`src/rtl/impix_pkg.sv`:
```
// Shared definitions for the image-pixelization block scheduler: CSR map,
// control/status bit positions, FSM state encoding and block-size limits.
package impix_pkg;

  localparam logic [2:0] CSR_CTRL        = 3'd0;
  localparam logic [2:0] CSR_STATUS      = 3'd1;
  localparam logic [2:0] CSR_SRC_BASE    = 3'd2;
  localparam logic [2:0] CSR_DST_BASE    = 3'd3;
  localparam logic [2:0] CSR_WIDTH       = 3'd4;
  localparam logic [2:0] CSR_HEIGHT      = 3'd5;
  localparam logic [2:0] CSR_BLK_LOG2    = 3'd6;
  localparam logic [2:0] CSR_BLOCK_COUNT = 3'd7;

  localparam int CTRL_START   = 0;
  localparam int CTRL_IRQ_EN  = 1;
  localparam int CTRL_ABORT   = 2;

  localparam int STATUS_BUSY  = 0;
  localparam int STATUS_DONE  = 1;
  localparam int STATUS_ERR   = 2;

  localparam logic [2:0] BLK_LOG2_MIN = 3'd1;
  localparam logic [2:0] BLK_LOG2_MAX = 3'd4;

  typedef enum logic [2:0] {
    ST_IDLE     = 3'd0,
    ST_READ     = 3'd1,
    ST_WAIT_AVG = 3'd2,
    ST_WRITE    = 3'd3,
    ST_DONE     = 3'd4
  } sched_state_e;

endpackage

```
`src/rtl/impix_block_sched_if.sv`:
```
// CSR bus and command stream of the block scheduler. The master modport is
// the scheduler's view; the slave modport is the bridge/datapath view.
interface impix_block_sched_if #(parameter int ADDR_W = 32);

  logic [2:0]        avs_address;
  logic              avs_write;
  logic [31:0]       avs_writedata;
  logic              avs_read;
  logic [31:0]       avs_readdata;

  // Command handshake: a command transfers on every cycle where cmd_valid and
  // cmd_ready are both high; once raised, cmd_valid and cmd_addr/write/last
  // stay unchanged until that transfer happens. cmd_ready may toggle freely.
  logic              cmd_valid;
  logic              cmd_ready;
  logic [ADDR_W-1:0] cmd_addr;
  logic              cmd_write;
  logic              cmd_last;

  modport master (
    input  avs_address, avs_write, avs_writedata, avs_read, cmd_ready,
    output avs_readdata, cmd_valid, cmd_addr, cmd_write, cmd_last
  );

  modport slave (
    output avs_address, avs_write, avs_writedata, avs_read, cmd_ready,
    input  avs_readdata, cmd_valid, cmd_addr, cmd_write, cmd_last
  );

endinterface

```
`src/rtl/impix_block_walker.sv`:
```
// Per-block pixel walker: raster-scans one clipped block and produces the byte
// address of the current pixel plus a flag marking the block's final pixel.
module impix_block_walker #(
  parameter int ADDR_W = 32
) (
  input  logic              clk,
  input  logic              rst_n,
  input  logic              load,
  input  logic              advance,
  input  logic [3:0]        xmax,
  input  logic [3:0]        ymax,
  input  logic [ADDR_W-1:0] base,
  input  logic [ADDR_W-1:0] row_stride,
  output logic [ADDR_W-1:0] addr,
  output logic              last
);

  logic [3:0]        x_q;
  logic [3:0]        y_q;
  logic [3:0]        xmax_q;
  logic [3:0]        ymax_q;
  logic [ADDR_W-1:0] row_q;

  // row_q tracks the first pixel of the current block row so a row step is
  // one add of the image stride.
  always_ff @(posedge clk) begin
    if (!rst_n) begin
      x_q    <= '0;
      y_q    <= '0;
      xmax_q <= '0;
      ymax_q <= '0;
      row_q  <= '0;
      addr   <= '0;
    end else if (load) begin
      x_q    <= '0;
      y_q    <= '0;
      xmax_q <= xmax;
      ymax_q <= ymax;
      row_q  <= base;
      addr   <= base;
    end else if (advance) begin
      if (x_q == xmax_q) begin
        x_q   <= '0;
        y_q   <= y_q + 4'd1;
        row_q <= row_q + row_stride;
        addr  <= row_q + row_stride;
      end else begin
        x_q  <= x_q + 4'd1;
        addr <= addr + ADDR_W'(4);
      end
    end
  end

  assign last = (x_q == xmax_q) && (y_q == ymax_q);

endmodule

```
`src/rtl/impix_block_sched.sv`:
```
// Block scheduler: CSR slave, block traversal FSM, block-origin tracking and
// edge clipping; per-pixel addressing is delegated to impix_block_walker.
module impix_block_sched
  import impix_pkg::*;
#(
  parameter int ADDR_W = 32,
  parameter int DIM_W  = 12
) (
  input  logic                clk_clk,
  input  logic                reset_reset_n,
  impix_block_sched_if.master bus,
  input  logic                avg_valid,
  output logic                irq,
  output logic [3:0]          indicators_export,
  output sched_state_e        state_dbg
);

  sched_state_e      state;
  logic              irq_en_q, done_q, err_q, abort_pend;
  logic [31:0]       src_base, dst_base, rdata_q, csr_rdata;
  logic [DIM_W-1:0]  width, height, bx, by;
  logic [2:0]        blk_log2;
  logic [23:0]       block_count;
  logic              cmd_valid_q, cmd_write_q;
  logic [ADDR_W-1:0] blk_off, row_off;

  logic              busy, ctrl_wr, abort_req, start_req, cfg_ok, cmd_fire;
  logic              row_end, final_blk, walker_load, walker_adv, walker_last;
  logic [DIM_W:0]    blk_edge, nx_bx_wide, nx_by_wide, blk_w, blk_h;
  logic [DIM_W-1:0]  nx_bx, nx_by, ld_bx, ld_by, rem_w, rem_h;
  logic [ADDR_W-1:0] nx_row_off, nx_blk_off, ld_off, ld_base_sel, walker_addr;
  logic [ADDR_W-1:0] src_eff, dst_eff, row_stride;
  logic [3:0]        row_shamt, ld_xmax, ld_ymax;

  assign busy      = (state != ST_IDLE);
  assign ctrl_wr   = bus.avs_write && (bus.avs_address == CSR_CTRL);
  assign abort_req = ctrl_wr && bus.avs_writedata[CTRL_ABORT];
  assign start_req = ctrl_wr && bus.avs_writedata[CTRL_START] && !abort_req;
  assign cfg_ok    = (width != '0) && (height != '0) &&
                     (blk_log2 >= BLK_LOG2_MIN) && (blk_log2 <= BLK_LOG2_MAX);
  assign cmd_fire  = cmd_valid_q && bus.cmd_ready;

  assign src_eff    = ADDR_W'({src_base[31:2], 2'b00});
  assign dst_eff    = ADDR_W'({dst_base[31:2], 2'b00});
  assign row_stride = ADDR_W'({width, 2'b00});
  assign blk_edge   = (DIM_W+1)'(1) << blk_log2;
  assign row_shamt  = {1'b0, blk_log2} + 4'd2;

  // Origin of the block after the current one, one bit wider so the step past
  // a 4095-pixel edge cannot wrap.
  assign nx_bx_wide = {1'b0, bx} + blk_edge;
  assign nx_by_wide = {1'b0, by} + blk_edge;
  assign row_end    = (nx_bx_wide >= {1'b0, width});
  assign final_blk  = row_end && (nx_by_wide >= {1'b0, height});
  assign nx_bx      = row_end ? '0 : nx_bx_wide[DIM_W-1:0];
  assign nx_by      = row_end ? nx_by_wide[DIM_W-1:0] : by;
  assign nx_row_off = row_end ? row_off + (ADDR_W'(width) << row_shamt) : row_off;
  assign nx_blk_off = row_end ? nx_row_off : blk_off + (ADDR_W'(blk_edge) << 2);

  // Block loaded into the walker: first block on START, the same block for
  // the write phase, the next block when a write phase finishes.
  always_comb begin
    ld_bx       = bx;
    ld_by       = by;
    ld_off      = blk_off;
    ld_base_sel = src_eff;
    case (state)
      ST_IDLE: begin
        ld_bx  = '0;
        ld_by  = '0;
        ld_off = '0;
      end
      ST_WAIT_AVG: ld_base_sel = dst_eff;
      ST_WRITE: begin
        ld_bx  = nx_bx;
        ld_by  = nx_by;
        ld_off = nx_blk_off;
      end
      default: ;
    endcase
  end

  assign rem_w   = width - ld_bx;
  assign rem_h   = height - ld_by;
  assign blk_w   = ({1'b0, rem_w} < blk_edge) ? {1'b0, rem_w} : blk_edge;
  assign blk_h   = ({1'b0, rem_h} < blk_edge) ? {1'b0, rem_h} : blk_edge;
  assign ld_xmax = blk_w[3:0] - 4'd1;
  assign ld_ymax = blk_h[3:0] - 4'd1;

  assign walker_load = (state == ST_IDLE && start_req && cfg_ok) ||
                       (state == ST_WAIT_AVG && avg_valid && !abort_req) ||
                       (state == ST_WRITE && cmd_fire && walker_last && !final_blk &&
                        !abort_req && !abort_pend);
  assign walker_adv  = cmd_fire && !walker_last;

  impix_block_walker #(.ADDR_W(ADDR_W)) u_walker (
    .clk        (clk_clk),
    .rst_n      (reset_reset_n),
    .load       (walker_load),
    .advance    (walker_adv),
    .xmax       (ld_xmax),
    .ymax       (ld_ymax),
    .base       (ld_base_sel + ld_off),
    .row_stride (row_stride),
    .addr       (walker_addr),
    .last       (walker_last)
  );

  always_comb begin
    csr_rdata = '0;
    case (bus.avs_address)
      CSR_CTRL:        csr_rdata[CTRL_IRQ_EN] = irq_en_q;
      CSR_STATUS:      csr_rdata = {29'b0, err_q, done_q, busy};
      CSR_SRC_BASE:    csr_rdata = src_base;
      CSR_DST_BASE:    csr_rdata = dst_base;
      CSR_WIDTH:       csr_rdata = 32'(width);
      CSR_HEIGHT:      csr_rdata = 32'(height);
      CSR_BLK_LOG2:    csr_rdata = 32'(blk_log2);
      CSR_BLOCK_COUNT: csr_rdata = 32'(block_count);
      default:         csr_rdata = '0;
    endcase
  end

  // CSR writes come first so that FSM-driven status updates later in the
  // block take precedence (a DONE set beats a same-cycle W1C).
  always_ff @(posedge clk_clk) begin
    if (!reset_reset_n) begin
      state       <= ST_IDLE;
      irq_en_q    <= 1'b0;
      done_q      <= 1'b0;
      err_q       <= 1'b0;
      abort_pend  <= 1'b0;
      src_base    <= '0;
      dst_base    <= '0;
      width       <= '0;
      height      <= '0;
      blk_log2    <= '0;
      block_count <= '0;
      rdata_q     <= '0;
      cmd_valid_q <= 1'b0;
      cmd_write_q <= 1'b0;
      bx          <= '0;
      by          <= '0;
      blk_off     <= '0;
      row_off     <= '0;
    end else begin
      if (bus.avs_write) begin
        case (bus.avs_address)
          CSR_CTRL:     irq_en_q <= bus.avs_writedata[CTRL_IRQ_EN];
          CSR_STATUS: begin
            if (bus.avs_writedata[STATUS_DONE]) done_q <= 1'b0;
            if (bus.avs_writedata[STATUS_ERR])  err_q  <= 1'b0;
          end
          CSR_SRC_BASE: src_base <= bus.avs_writedata;
          CSR_DST_BASE: dst_base <= bus.avs_writedata;
          CSR_WIDTH:    width    <= bus.avs_writedata[DIM_W-1:0];
          CSR_HEIGHT:   height   <= bus.avs_writedata[DIM_W-1:0];
          CSR_BLK_LOG2: blk_log2 <= bus.avs_writedata[2:0];
          default: ;
        endcase
      end
      if (bus.avs_read) rdata_q <= csr_rdata;
      if (cmd_fire && cmd_write_q && walker_last) block_count <= block_count + 24'd1;

      case (state)
        ST_IDLE: begin
          if (start_req) begin
            done_q      <= 1'b0;
            err_q       <= 1'b0;
            block_count <= '0;
            if (!cfg_ok) begin
              err_q <= 1'b1;
            end else begin
              state       <= ST_READ;
              cmd_valid_q <= 1'b1;
              cmd_write_q <= 1'b0;
              bx          <= '0;
              by          <= '0;
              blk_off     <= '0;
              row_off     <= '0;
            end
          end
        end
        ST_READ, ST_WRITE: begin
          if (abort_req || abort_pend) begin
            // A stalled command must still complete before the abort lands.
            if (cmd_valid_q && !bus.cmd_ready) begin
              abort_pend <= 1'b1;
            end else begin
              abort_pend  <= 1'b0;
              cmd_valid_q <= 1'b0;
              err_q       <= 1'b1;
              state       <= ST_IDLE;
            end
          end else if (cmd_fire && walker_last) begin
            if (state == ST_READ) begin
              cmd_valid_q <= 1'b0;
              state       <= ST_WAIT_AVG;
            end else if (final_blk) begin
              cmd_valid_q <= 1'b0;
              state       <= ST_DONE;
            end else begin
              cmd_write_q <= 1'b0;
              bx          <= nx_bx;
              by          <= nx_by;
              blk_off     <= nx_blk_off;
              row_off     <= nx_row_off;
              state       <= ST_READ;
            end
          end
        end
        ST_WAIT_AVG: begin
          if (abort_req) begin
            err_q <= 1'b1;
            state <= ST_IDLE;
          end else if (avg_valid) begin
            cmd_valid_q <= 1'b1;
            cmd_write_q <= 1'b1;
            state       <= ST_WRITE;
          end
        end
        ST_DONE: begin
          done_q <= 1'b1;
          state  <= ST_IDLE;
        end
        default: state <= ST_IDLE;
      endcase
    end
  end

  assign bus.avs_readdata   = rdata_q;
  assign bus.cmd_valid      = cmd_valid_q;
  assign bus.cmd_addr       = walker_addr;
  assign bus.cmd_write      = cmd_write_q;
  assign bus.cmd_last       = walker_last && cmd_valid_q;
  assign irq                = done_q && irq_en_q;
  assign indicators_export  = {1'b0, err_q, done_q, busy};
  assign state_dbg          = state;

endmodule
```
`src/flat_wrapper.sv`:
```
// flat-port wrapper written by rule: the top's interface ports become plain ports
module impix_block_sched_flat import impix_pkg::*;
#(
  parameter int ADDR_W = 32,
  parameter int DIM_W  = 12
)
  (clk_clk, reset_reset_n, avg_valid, irq, indicators_export, state_dbg, bus_avs_address, bus_avs_write, bus_avs_writedata, bus_avs_read, bus_cmd_ready, bus_avs_readdata, bus_cmd_valid, bus_cmd_addr, bus_cmd_write, bus_cmd_last);
  impix_block_sched_if #(.ADDR_W(ADDR_W)) bus_i ();
  input  logic clk_clk;
  input  logic reset_reset_n;
  input  logic avg_valid;
  output logic irq;
  output logic [3:0] indicators_export;
  output sched_state_e state_dbg;
  input wire logic [$bits(bus_i.avs_address)-1:0] bus_avs_address;
  input wire logic [$bits(bus_i.avs_write)-1:0] bus_avs_write;
  input wire logic [$bits(bus_i.avs_writedata)-1:0] bus_avs_writedata;
  input wire logic [$bits(bus_i.avs_read)-1:0] bus_avs_read;
  input wire logic [$bits(bus_i.cmd_ready)-1:0] bus_cmd_ready;
  output wire logic [$bits(bus_i.avs_readdata)-1:0] bus_avs_readdata;
  output wire logic [$bits(bus_i.cmd_valid)-1:0] bus_cmd_valid;
  output wire logic [$bits(bus_i.cmd_addr)-1:0] bus_cmd_addr;
  output wire logic [$bits(bus_i.cmd_write)-1:0] bus_cmd_write;
  output wire logic [$bits(bus_i.cmd_last)-1:0] bus_cmd_last;
  assign bus_i.avs_address = bus_avs_address;
  assign bus_i.avs_write = bus_avs_write;
  assign bus_i.avs_writedata = bus_avs_writedata;
  assign bus_i.avs_read = bus_avs_read;
  assign bus_i.cmd_ready = bus_cmd_ready;
  assign bus_avs_readdata = bus_i.avs_readdata;
  assign bus_cmd_valid = bus_i.cmd_valid;
  assign bus_cmd_addr = bus_i.cmd_addr;
  assign bus_cmd_write = bus_i.cmd_write;
  assign bus_cmd_last = bus_i.cmd_last;
  impix_block_sched #(.ADDR_W(ADDR_W), .DIM_W(DIM_W)) u_core (.clk_clk(clk_clk), .reset_reset_n(reset_reset_n), .bus(bus_i), .avg_valid(avg_valid), .irq(irq), .indicators_export(indicators_export), .state_dbg(state_dbg));
endmodule
```
`config.mk`:
```
export PLATFORM = sky130hd
export DESIGN_NAME = impix_block_sched_flat
export DESIGN_NICKNAME = d
export VERILOG_FILES = /design/src/rtl/impix_pkg.sv /design/src/rtl/impix_block_sched_if.sv /design/src/rtl/impix_block_walker.sv /design/src/rtl/impix_block_sched.sv /design/src/flat_wrapper.sv
export SDC_FILE = /design/constraint.sdc
export NUM_CORES = 1
export LEC_CHECK = 0
export ABC_AREA = 0
export BUFFER_PORTS_ARGS = -buffer_cell sky130_fd_sc_hd__buf_2
export CAP_MARGIN = 20
export CORE_UTILIZATION = 30
export CTS_CLUSTER_DIAMETER = 80
export CTS_CLUSTER_SIZE = 30
export DETAILED_ROUTE_END_ITERATION = 8
export SYNTH_ARGS = -nofsm -noshare
export SYNTH_HDL_FRONTEND = slang
export SYNTH_SLANG_ARGS = --single-unit
```
`constraint.sdc`:
```
create_clock -name clk_clk -period 8.12 [get_ports clk_clk]
set_input_delay 1.218 -clock clk_clk [delete_from_list [all_inputs] [get_ports clk_clk]]
set_output_delay 1.218 -clock clk_clk [all_outputs]
set_load 0.05 [all_outputs]
```
==> summary.md <==
| Metric | Value |
|---|---|
| CTS hold repair buffers | 0 |
| Core area | 77470 um^2 |
| Vias | 23650 |
| Die width | 281.6 um |
| First-pass GRT wire length | 131200 um |
| Worst Tran Pin Value | 1.158 ns |
| Clk sink count | 324 |
| CTS tree | yes |
| Worst hold start | u_core.u_walker.row_q[0]$_SDFFE_PN0P_ |
| Sequential share of the synthesized area | 27.65% |
| Starting density of the core | 30.28% |
| Most frequent cell on the critical path | ha_1 |
| Ys flop type | dfxtp_1 |
| Post-synthesis register bit count | 324 |
| Root Driver | clkbuf_16 |
| Reg area | 6489 um^2 |
| GP Congestion | 1.003 |
| Worst Hold Depth | 2 |
| R2R Setup Slk | 0.38 ns |
| EDFF count, synth | 0 |
| Die height | 281.6 um |
| DR iter-0 viols | 2266 |
| Crit Path Category | reg2reg |
| CTS buffer count | 28 |
| Worst Setup End Kind | flip-flop |
| Place WS | 0.1771 ns |
| Max incr delay on CP | 0.51 ns |
| Vias in the first global route | 21210 |
| Drt total wl | 87790 um |
| H-tree levels | 1 |
| Rel. slew slack | 22.79% |
| Slowest cell on the critical path | or4_1 |
| Initial antenna violation count | 9 |
| Filler cells | 8174 |
| I/O pin cnt | 116 |
| Final nets | 3378 |
| Final min period | 7.740 ns |
| CP Max Fanout | 7 |
| PD cells | 137.5 nW/um^2 |
| Post-Syn Area | 23460 um^2 |
| Most frequent cells in the layout | nand2_1, a21oi_1, dfxtp_1 |
| Setup WS post-layout | 0.3798 ns |
| Share of async-settable or async-resettable flops after synthesis | 0% |
| Status | finished, final reports clean |
| Peak supply drop | 0.0001388 V |
| Total power | 3.647 mW |
| Setup_tns | 0 ns |
| Post-synthesis instance total | 3140 |
| 1st-pass router iterations | 6 |
| GRT Max-Usage Layer | met2 |
| Share of layout cells above drive strength 1 | 11.74% |
| Fmax | 129.2 MHz |
| Avg Cell Area, Syn | 7.471 um^2 |
| Worst hold path class | reg2reg |
| Multi-input logic area | 16050 um^2 |
| Pin count of the biggest net entering global routing | 90 |
| Grt ovf | 0 |
| Final slew viol count | 0 |
| Wirelength per Cell | 20.65 um |
| Maximum Capacitance Violations | 0 |
| Met1 Use GR | 29.73% |
| Port bufs | 114 |
| Synth warn | 0 |
| Remaining antenna violation count | 0 |
| Area grow syn2layout | 13.08% |
| Cell row count | 102 |
| DRC viols | 0 |
| CP delay by family, top | adder cells |
| Commonest non-fill, non-tap cell in the layout | nand2_1 |
| Worst Path Arrival | 8.23 ns |
| Crit start category | flip-flop |
| Reg2reg start | u_core.blk_log2[2]$_SDFFE_PN0P_ |
| Tcrit/Tclk final | 95.32% |
| Post-synth net total | 3330 |
| DIE AREA | 79310 um^2 |
| Clock Path Buffers | 3 |
| RR Endpoint | u_core.u_walker.xmax_q[2]$_SDFFE_PN0N_ |
| Met2 Resource Use GR | 32.24% |
| Worst-path clk slew | 0.08 ns |
| DP Wirelength | 66070 um |
| Buf/Inv on CP | 4 |
| Total GRT Usage | 21.33% |
| LEAKAGE | 10.37 nW |
| Clock Latency Late Sink | 0.61 ns |
| Vias per cell | 5.563 |
| Netlist cell types | 91 |
| Reg2reg path depth | 34 |
| Req. time, crit path | 8.61 ns |
| Final setup fails | 0 |
| Met3 Usage GRT | 4.417% |
| Min-Delay Endpoint | u_core.u_walker.addr[0]$_SDFFE_PN0P_ |
| Hold Vio Cnt, Final | 0 |
| Final Skew | 0.02905 ns |
| Util after Layout | 34.24% |
==> kinds of logic after synthesis <==
group                    share of synthesized area (%)
AND/OR/NAND/NOR                                  22.70
AO/OA/AOI/OAI                                    24.46
flip-flops                                       27.65
buffers and inverters                            4.673
XOR/XNOR                                         7.542
adder cells (fa/ha/maj)                          8.326
multiplexers                                     4.635
other                                          0.01599
==> sequential cells by signal, indices dropped and copies added (netlist names), 24 cells and up <==
signal                   flops
u_core.u_walker.addr        32
u_core.block_count          24
u_core.dst_base             32
u_core.blk_off              32
u_core.bus.avs_readdata     32
u_core.row_off              32
u_core.src_base             32
u_core.u_walker.row_q       32
==> per-layer routing <==
layer  vias up  wire length [um]
met1     11200             38980
met5         -                90
li1      11320                 -
met3       169              8278
met2       953             37360
met4        14              3082
==> what timing repair did <==
item / 4_1_cts / 5_1_grt
gates resized for setup: 0 / 28
buffers inserted: 0 / 11
endpoints found under the setup margin: 0 / 6
==> layout make-up <==
cell class	instances	area share, %
sequential	324	24.46
tap	1040	4.906
antenna	2	0.01887
inverter	85	1.222
timing repair buffer	201	4.703
clock inverter	21	1.330
clock buffer	31	2.840
multi-input combinational	2548	60.52
==> worst min-delay path, stage by stage, from the launching register on <==
cell and delay (ns):
dfxtp_1 0.31, nand2_1 0.05, a31oi_1 0.07
==> how the worst max path moves through the flow <==
stage	cells past startpoint	end	slack (ns)	startpoint
2_1_floorplan	45	u_core.u_walker.ymax_q[2]$_SDFFE_PN0N_	0.004	u_core.blk_log2[1]$_SDFFE_PN0P_
3_3_place_gp	37	u_core.u_walker.xmax_q[2]$_SDFFE_PN0N_	0.36	u_core.blk_log2[1]$_SDFFE_PN0P_
3_5_place_dp	40	u_core.u_walker.ymax_q[2]$_SDFFE_PN0N_	0.18	u_core.blk_log2[1]$_SDFFE_PN0P_
4_1_cts	40	u_core.u_walker.ymax_q[2]$_SDFFE_PN0N_	0.14	u_core.blk_log2[1]$_SDFFE_PN0P_
5_1_grt	37	u_core.u_walker.ymax_q[2]$_SDFFE_PN0N_	-0.04	u_core.blk_log2[1]$_SDFFE_PN0P_
6_report	34	u_core.u_walker.xmax_q[2]$_SDFFE_PN0N_	0.38	u_core.blk_log2[2]$_SDFFE_PN0P_
==> synth_stat cells (all sizes together), types with 12 or more instances <==
master | number | area share [%]
a211oi | 25 | 0.80
a21o | 45 | 1.4
a21oi | 351 | 7.5
a221oi | 15 | 0.56
a22o | 43 | 1.6
a22oi | 65 | 2.1
a31oi | 33 | 0.88
and2 | 20 | 0.53
and3 | 50 | 1.3
buf | 36 | 0.96
clkbuf | 147 | 2.4
dfxtp | 324 | 28
ha | 144 | 7.7
inv | 85 | 1.4
mux2 | 51 | 2.5
mux2i | 37 | 1.6
nand2 | 472 | 7.6
nand2b | 28 | 0.75
nand3 | 90 | 1.9
nand4 | 31 | 0.83
nor2 | 328 | 5.3
nor2b | 28 | 0.75
nor3 | 61 | 1.4
nor4 | 12 | 0.32
o211ai | 24 | 0.77
o21a | 19 | 0.61
o21ai | 176 | 3.8
o22ai | 12 | 0.32
or3 | 17 | 0.45
xnor2 | 119 | 4.4
xor2 | 83 | 3.1
==> where the power goes <==
part           switching (mW)  internal, mW
combinational           0.259         0.127
clock                   0.777         0.871
sequential             0.0129          1.60
==> per-stage QoR <==
| stage | hold slack (ns) | std cells | instance area (um^2) |
|---|---|---|---|
| after floorplan | 0.4318 | 3140 | 23530 |
| after detailed placement | 0.4513 | 4185 | 25180 |
| after global routing | 0.4798 | 4250 | 26520 |
| after CTS | 0.4619 | 4237 | 26290 |
| after global placement | 0.4425 | 4185 | 25180 |
| final | 0.4550 | 4252 | 26530 |
(Power assumes the default switching activity.)
